===== config.mk =====
export PLATFORM = sky130hd
export DESIGN_NAME = ground_point_writer
export DESIGN_NICKNAME = d
export VERILOG_FILES = /design/src/rtl/maze_pkg.sv /design/src/rtl/ground_point_fifo.sv /design/src/rtl/ground_point_writer.sv
export SDC_FILE = /design/constraint.sdc
export NUM_CORES = 1
export LEC_CHECK = 0
export CORE_ASPECT_RATIO = 1.1
export CORE_MARGIN = 8
export CORE_UTILIZATION = 33
export CTS_BUF_LIST = sky130_fd_sc_hd__clkbuf_4 sky130_fd_sc_hd__clkbuf_8
export DETAILED_ROUTE_END_ITERATION = 10
export DONT_BUFFER_PORTS = 1
export MAX_ROUTING_LAYER = met4
export PLACE_DENSITY = 0.45
export SKIP_LAST_GASP = 1
export SLEW_MARGIN = 10
export SYNTH_ARGS = -nofsm -noshare
export SYNTH_HDL_FRONTEND = slang
export SYNTH_SLANG_ARGS = --single-unit

===== constraint.sdc =====
create_clock -name clk -period 9.7 [get_ports clk]
set_input_delay 1.455 -clock clk [delete_from_list [all_inputs] [get_ports clk]]
set_output_delay 1.455 -clock clk [all_outputs]
set_load 0.02 [all_outputs]

===== src/rtl/maze_pkg.sv =====
// -----------------------------------------------------------------------------
// maze_pkg
// Shared constants and types for the ground-map writer path.
//   MAP_MAX        largest valid ground-plane coordinate (inclusive)
//   ROW_STRIDE     framebuffer words per row (coordinates 0..MAP_MAX)
//   GM_ADDR_W      ground-map RAM address width
//   GM_DATA_W      ground-map RAM data width (stored point index)
//   ground_point_t one buffered write: {addr, p}
// -----------------------------------------------------------------------------
package maze_pkg;

    localparam int MAP_MAX    = 320;
    localparam int ROW_STRIDE = MAP_MAX + 1;
    localparam int GM_ADDR_W  = 17;
    localparam int GM_DATA_W  = 10;

    typedef struct packed {
        logic [GM_ADDR_W-1:0] addr;
        logic [GM_DATA_W-1:0] p;
    } ground_point_t;

endpackage


===== src/rtl/ground_point_fifo.sv =====
// -----------------------------------------------------------------------------
// ground_point_fifo
// Synchronous FIFO with push/pop/flush. The head entry is visible on dout
// combinationally; pop advances to the next entry on the clock edge.
// Ports:
//   clk, rst_n  clock and asynchronous active-low reset
//   push, din   store din at the tail
//   pop         discard the head (caller guarantees the FIFO is not empty)
//   flush       drop all contents; a push in the same cycle becomes entry 0
//   dout        head entry
//   count       occupancy, 0..DEPTH
//   full, empty occupancy flags
// DEPTH must be a power of two (>= 2) so the pointers wrap naturally.
// -----------------------------------------------------------------------------
module ground_point_fifo #(
    parameter int DEPTH = 16,
    parameter int WIDTH = 27
) (
    input  logic                     clk,
    input  logic                     rst_n,
    input  logic                     push,
    input  logic                     pop,
    input  logic                     flush,
    input  logic [WIDTH-1:0]         din,
    output logic [WIDTH-1:0]         dout,
    output logic [$clog2(DEPTH):0]   count,
    output logic                     full,
    output logic                     empty
);

    localparam int PTR_W = $clog2(DEPTH);
    localparam int CNT_W = PTR_W + 1;

    logic [WIDTH-1:0] mem [DEPTH];
    logic [PTR_W-1:0] wr_ptr;
    logic [PTR_W-1:0] rd_ptr;

    assign dout  = mem[rd_ptr];
    assign full  = (count == CNT_W'(DEPTH));
    assign empty = (count == '0);

    // A push that coincides with a flush lands in slot 0 of the emptied queue.
    always_ff @(posedge clk) begin
        if (push) begin
            mem[flush ? '0 : wr_ptr] <= din;
        end
    end

    always_ff @(posedge clk or negedge rst_n) begin
        if (!rst_n) begin
            wr_ptr <= '0;
            rd_ptr <= '0;
            count  <= '0;
        end else if (flush) begin
            rd_ptr <= '0;
            wr_ptr <= PTR_W'(push);
            count  <= CNT_W'(push);
        end else begin
            if (push) begin
                wr_ptr <= wr_ptr + 1'b1;
            end
            if (pop) begin
                rd_ptr <= rd_ptr + 1'b1;
            end
            if (push && !pop) begin
                count <= count + 1'b1;
            end else if (pop && !push) begin
                count <= count - 1'b1;
            end
        end
    end

endmodule


===== src/rtl/ground_point_writer.sv =====
// -----------------------------------------------------------------------------
// ground_point_writer
// Buffers projected ground points and writes them to the ground-map RAM via a
// we/ack handshake so RAM back-pressure never stalls the projection pipeline.
// Ports:
//   clk, rst_n          clock and asynchronous active-low reset
//   in_x, in_y, in_p    point coordinates (bits 8:0 used) and stored index
//   in_en               point valid this cycle
//   frame_start         new frame: flush queue, clear overflow
//   mem_addr, mem_data  write address/data, held while mem_we and no ack
//   mem_we              write request
//   mem_ack             RAM accepted the write on this edge
//   fifo_count          queued entries (not counting the write in flight)
//   overflow            sticky: a point was dropped this frame
//   busy                queue non-empty or write in flight
// Optional build macro: GROUND_DEDUP_EN -- drop a point whose address equals
// that of the previously accepted point in the current frame.
// ADDR_W/DATA_W must match the widths of maze_pkg::ground_point_t.
// -----------------------------------------------------------------------------
module ground_point_writer #(
    parameter int FIFO_DEPTH = 16,
    parameter int ROW_STRIDE = maze_pkg::ROW_STRIDE,
    parameter int ADDR_W     = maze_pkg::GM_ADDR_W,
    parameter int DATA_W     = maze_pkg::GM_DATA_W
) (
    input  logic                          clk,
    input  logic                          rst_n,
    input  logic signed [9:0]             in_x,
    input  logic signed [9:0]             in_y,
    input  logic signed [9:0]             in_p,
    input  logic                          in_en,
    input  logic                          frame_start,
    output logic [ADDR_W-1:0]             mem_addr,
    output logic [DATA_W-1:0]             mem_data,
    output logic                          mem_we,
    input  logic                          mem_ack,
    output logic [$clog2(FIFO_DEPTH):0]   fifo_count,
    output logic                          overflow,
    output logic                          busy
);

    import maze_pkg::*;

    localparam logic [0:0] IDLE  = 1'b0;
    localparam logic [0:0] WRITE = 1'b1;

    logic [0:0]        state;
    logic [ADDR_W-1:0] push_addr;
    ground_point_t     push_point;
    ground_point_t     head_point;
    logic              fifo_full;
    logic              fifo_empty;
    logic              head_avail;
    logic              pop;
    logic              push;
    logic              dup;
    logic              drop;
    logic              unused_sign;

    // Valid points are non-negative, so the sign bits carry no information.
    assign unused_sign = in_x[9] ^ in_y[9];

    assign push_addr = ADDR_W'(in_y[8:0]) * ADDR_W'(ROW_STRIDE) + ADDR_W'(in_x[8:0]);
    assign push_point.addr = push_addr;
    assign push_point.p    = in_p;

    // During frame_start the queued entries are being discarded, so nothing
    // may be popped from them in that cycle.
    assign head_avail = !fifo_empty && !frame_start;
    assign pop        = head_avail && ((state == IDLE) || mem_ack);

`ifdef GROUND_DEDUP_EN
    logic              last_valid;
    logic [ADDR_W-1:0] last_addr;

    // frame_start invalidates the remembered address before comparing, so the
    // first point of a new frame is never treated as a duplicate.
    assign dup = last_valid && !frame_start && (push_addr == last_addr);

    always_ff @(posedge clk or negedge rst_n) begin
        if (!rst_n) begin
            last_valid <= 1'b0;
            last_addr  <= '0;
        end else if (push) begin
            last_valid <= 1'b1;
            last_addr  <= push_addr;
        end else if (frame_start) begin
            last_valid <= 1'b0;
        end
    end
`else
    assign dup = 1'b0;
`endif

    // A full queue still accepts when the head leaves this cycle or the
    // queue is being flushed.
    assign push = in_en && !dup && (!fifo_full || pop || frame_start);
    assign drop = in_en && !dup && !push;

    ground_point_fifo #(
        .DEPTH (FIFO_DEPTH),
        .WIDTH ($bits(ground_point_t))
    ) u_fifo (
        .clk   (clk),
        .rst_n (rst_n),
        .push  (push),
        .pop   (pop),
        .flush (frame_start),
        .din   (push_point),
        .dout  (head_point),
        .count (fifo_count),
        .full  (fifo_full),
        .empty (fifo_empty)
    );

    always_ff @(posedge clk or negedge rst_n) begin
        if (!rst_n) begin
            overflow <= 1'b0;
        end else if (frame_start) begin
            overflow <= 1'b0;
        end else if (drop) begin
            overflow <= 1'b1;
        end
    end

    // Popping from WRITE on an ack chains writes back to back.
    always_ff @(posedge clk or negedge rst_n) begin
        if (!rst_n) begin
            state    <= IDLE;
            mem_addr <= '0;
            mem_data <= '0;
        end else if (pop) begin
            state    <= WRITE;
            mem_addr <= head_point.addr;
            mem_data <= head_point.p;
        end else if ((state == WRITE) && mem_ack) begin
            state    <= IDLE;
        end
    end

    assign mem_we = (state == WRITE);
    assign busy   = (fifo_count != '0) || (state == WRITE);

endmodule


# Yosys cells after proc, flatten, opt, wreduce, memory -nomap -nowiden
# Memory sizes are Yosys's and may differ from the RTL's. A register that Yosys moved wholly into a read port is not among the register bits.
# Index checks and enable logic that the tools add are counted.
# op_classes
n_addsub	5
n_mul	1
n_eq_ne	1
mux	14
bitwise_logic	1
n_reduce_logical	24
# op_table
cell	count
$mux 4	5
$add 17x9->17	1
$mul 9x9->17 const B	1
$mux 5	3
$add 4x1->4 const B	2
$reduce_bool 2->1	4
$logic_and 1x1->1	7
$logic_not 1->1	6
$mux 1	6
$add 5x1->5 const B	1
$eq 5x5->1 const B	1
$logic_not 5->1	1
$reduce_bool 5->1	1
$sub 5x1->5 const B	1
$logic_or 1x1->1	4
$reduce_bool 3->1	1
$not 1->1	1
# totals
regBits	15
ramBits	432
in_bits	35
out_inout_bits	35
wordCells	52
memories	1
# memory_table
memory	words	word_bits	read_ports	rd_clocked_by_memory_dff	wr	line	source
u_fifo.mem	16	27	1	1	1	ground_point_fifo.sv:34	logic [WIDTH-1:0] mem [DEPTH];

# Logic depth before layout (Yosys ltp)
# depth
word_depth	12
depth_mapped	11
mapped_depth_nobuf	11

# Cells and area by module
# Synthesis repeated with hierarchy kept, for this count alone.
# unflattened
cells_unflattened	1028
hier_area_um2	19407.4
# by_module_without_submodules
module	n_inst	cells_each	area_each_um2	seq_area_each_um2
ground_point_fifo	1	764	17002.6	13297.8
ground_point_writer	1	264	2404.8	725.7

# Worst setup path after synthesis
# OpenSTA, ideal clock, no wires.
# synth_timing
path_kind	input to register
from	input mem_ack
to	memory u_fifo.mem[6][0], enable pin
setup_time_ns	0.451
arrival_ns	4.209
required_time_ns	9.249
slack_ns	5.040
cell_stages	5
n_path_buf	1
cell_sequence	nand2b_1 > o41a_1 > buf_2 > nand4_1 > nor3b_1
# synth_via
elab_chain_len	7
# synth_lines
element	line	source
start: declaration	ground_point_writer.sv:36	input logic mem_ack,
$logic_or 1x1->1	ground_point_writer.sv:70	assign pop = head_avail && ((state == IDLE) || mem_ack);
$logic_and 1x1->1	ground_point_writer.sv:70	
$logic_or 1x1->1 (2 in a row)	ground_point_writer.sv:97	assign push = in_en && !dup && (!fifo_full || pop || frame_start);
$logic_and 1x1->1	ground_point_writer.sv:97	
$mux 1	ground_point_fifo.sv:44	if (push) begin
$mux 1	ground_point_fifo.sv:45	mem[flush ? '0 : wr_ptr] <= din;
end: declaration	ground_point_fifo.sv:34	
# No other way between the ends.

# Worst setup path in the final report
# layout_timing
from	input in_y[0]
to	memory u_fifo.mem[1][26], data pin
# layout_via
elab_chain_len	2
# layout_lines
element	line	source
start: declaration	ground_point_writer.sv:29	input logic signed [9:0] in_y,
$mul 9x9->17	ground_point_writer.sv:63	assign push_addr = ADDR_W'(in_y[8:0]) * ADDR_W'(ROW_STRIDE) + ADDR_W'(in_x[8:0]);
$add 17x9->17	ground_point_writer.sv:63	
net push_addr[16]	ground_point_writer.sv:48	logic [ADDR_W-1:0] push_addr;
# The timed path passes the listed nets, and every way through them passes these cells.

==> impl_metrics.toml <==
[floorplanning]
die_w_um = 247.4
rows = 93
coreArea_um2 = 58410
initial_core_util_pct = 33.28
dieArea_um2 = 66930
io_pins = 70
die_y_um = 270.5

[routing]
vias_per_cell = 4.971
dr.pass1.iters = 7
postRouteWirelength_um = 45890
drc = 0
vias = 8977
drt_iter0_markers = 630
postRouteAntennaNets = 0
wl_per_cell_um = 25.41

[worst_setup_path]
start_kind = "primary input"
critPathBufInv = 0
crit_required_ns = 10.04
worst_r2r_endpoint = "mem_addr[15]"
r2r-start = "u_fifo.rd_ptr[0]"
worstPathMaxFanout = 16
endpoint_kind = "register"
crit_chain = "ha_1, ha_1, ha_1, fa_1, ha_1, nand4_1, nor3b_1, a22oi_1, o21ai_0, a21oi_1, xnor2_2"
rr_worst_depth = 4
slowest_delay_ns = 0.63
critical_path_class = "in -> reg"
slowest_stage = "xnor2_2"
crit_family = "adder cells"
r2r_slack_ns = 6.32
cp.arrival_ns = 4.69
path_common_cell = "ha_1"

[layout]
final_area_um2 = 22170
fillers = 5368
finalNetCount = 1081
drive_gt1_share_pct = 34.07
ff_latch_area_um2 = 14030
syn_to_final_growth_pct = 14.05
multi_input_area_um2 = 5298
instances_no_fill = 1806
final_util_pct = 37.95

[yosys]
synth_edf_count = 432
syn_avg_cell_area_um2 = 21.50
netlist_instances = 904
synth_seq_cells = 474
ys.flop_type = "edfxtp_1"
ys_seq_area_share_pct = 72.15
syn_nets = 1007
synth_warnings = 0
synthDistinctLibCells = 46
async_flop_share_pct = 8.861
syn_area_um2 = 19440

[global_route]
grt_usage_pct = 14.45
overflow = 0
grt_pass1_vias = 9788
grt_pass1_wl_um = 68050
antenna_found_initial = 2
grt_max_degree = 60

[pwr]
p_leak_nw = 7.234
vdd.ir_drop.worst_v = 0.00009663
total_power_mw = 5.617
power_density_nw_per_um2 = 253.4

[clock_network]
cts_buffers = 81
cts_buffer_depth = 3
clk_pin_slew_ns = 0.06
clock_latency_ns = 0.65
cts_tree = "yes"
cts_htree_levels = 3
ctsResizeCount = 0
cts_sinks = 474
postCtsSetupBuffers = 0
ctsHoldBuffers = 0
cts_root_buf = "clkbuf_8"

[run_status]
status = "complete, no violations"

[timing]
clock_skew_ns = 0.03715
maxSlewHeadroom_pct = 20.01
tightest_slew_ns = 1.196
finalSetupViolations = 0
final_hold_viol_count = 0
final.setup.tns_ns = 0
slew_violations = 0
post-route-period-util_pct = 44.89
fin_ws_ns = 5.346
rsz0062_at_grt = "false"
post-route-min-period_ns = 4.354
fmax_mhz = 229.7
hold_ws_ns = 0.5064

[place]
dp_hpwl_um = 24810
place_ws_ns = 4.247
dp_cells = 1655
io_buffers = 0
placed_cell_area_um2 = 20510
gp_congestion = 0.7095

[hold_path]
worst_hold_path_type = "in -> async"

[flow_run]
maxCapViolCount = 0
[state kept, by name, summed over array words and instances (netlist names)]
register,flops
u_fifo.wr_ptr,4
mem_data,10
u_fifo.count,5
u_fifo.mem,432
mem_addr,17
u_fifo.rd_ptr,4
mem_we,1
overflow,1
[Yosys cell counts, types with 7 or more instances]
cell type	instances	area, um2
ha_1	65	813.3
nor2_1	33	123.9
dfrtp_1	42	1051
buf_6	10	112.6
o21ai_0	10	50.05
mux2_2	27	304.0
xnor2_1	20	175.2
a21oi_1	14	70.07
mux4_2	133	2995
edfxtp_1	432	12970
nand2_1	13	48.80
nand3_1	7	35.03
xor2_1	7	61.31
buf_2	7	35.03
clkbuf_1	17	63.81
[final cells by class]
type,instances,area share [%]
inverter,6,0.1016
clock inverter,36,0.9482
antenna,1,0.01129
timing repair buffer,31,1.050
sequential,474,63.30
clock buffer,114,6.400
tap,760,4.289
multi-input combinational,384,23.90
[layer usage]
metal  share of wire, %  global-route usage [%]  up-vias
li1                   -                       -     3929
met1                 42                   17.93     4808
met2                 52                   23.78      192
met3                4.6                   3.085       48
met4                1.5                   4.054        0
met5                  0                       -        -
[worst max-delay path by stage]
stage | start | to | slack [ns] | cells after the start
2_1_floorplan | mem_ack | u_fifo.mem[6][0] | 5.04 | 5
3_3_place_gp | in_y[0] | u_fifo.mem[2][26] | 4.29 | 11
3_5_place_dp | in_y[0] | u_fifo.mem[2][26] | 4.25 | 11
4_1_cts | in_y[0] | u_fifo.mem[4][26] | 4.97 | 11
5_1_grt | in_y[0] | u_fifo.mem[2][26] | 5.16 | 11
6_report | in_y[0] | u_fifo.mem[1][26] | 5.35 | 11
[worst register-to-register path: stages (launching register included)]
cell     delay, ns
dfrtp_4       1.01
buf_4         0.78
mux4_1        0.69
mux4_2        0.53
mux2_2        0.28
[cell families (layout without fill, tap and decap cells)]
kind of cell | count (synthesis) | count (layout) | share of synthesized area (%)
XOR/XNOR | 27 | 27 | 1.217
AO/OA/AOI/OAI | 45 | 45 | 1.481
AND/OR/NAND/NOR | 79 | 79 | 1.925
buffers and inverters | 46 | 187 | 1.339
adder cells (fa/ha/maj) | 68 | 68 | 4.493
flip-flops | 474 | 474 | 72.15
other | 0 | 1 | 0
multiplexers | 165 | 165 | 17.40
[cells in the final DEF, fill, tap and decap left out, types with 3 or more instances in the layout]
master and instances:
a21o_1 4, a21oi_1 14, buf_4 31, clkbuf_4 24, clkbuf_8 90, clkinv_1 15
clkinv_2 15, dfrtp_1 38, edfxtp_1 432, fa_1 3, ha_1 65, inv_1 6
mux2_2 27, mux2i_1 3, mux4_2 133, nand2_1 13, nand3_1 7, nand4_1 5
nor2_1 25, nor2_4 8, nor3_2 4, o21ai_0 10, o21bai_1 3, xnor2_1 17
xnor2_2 3, xor2_1 6
[power by group]
| group | switching (mW) | internal [mW] | leakage, nW |
|---|---|---|---|
| logic | 0.566 | 0.575 | 1.96 |
| clock network | 0.813 | 0.978 | 0.870 |
| registers | 0.210 | 2.47 | 4.41 |
(Power assumes the default switching activity.)
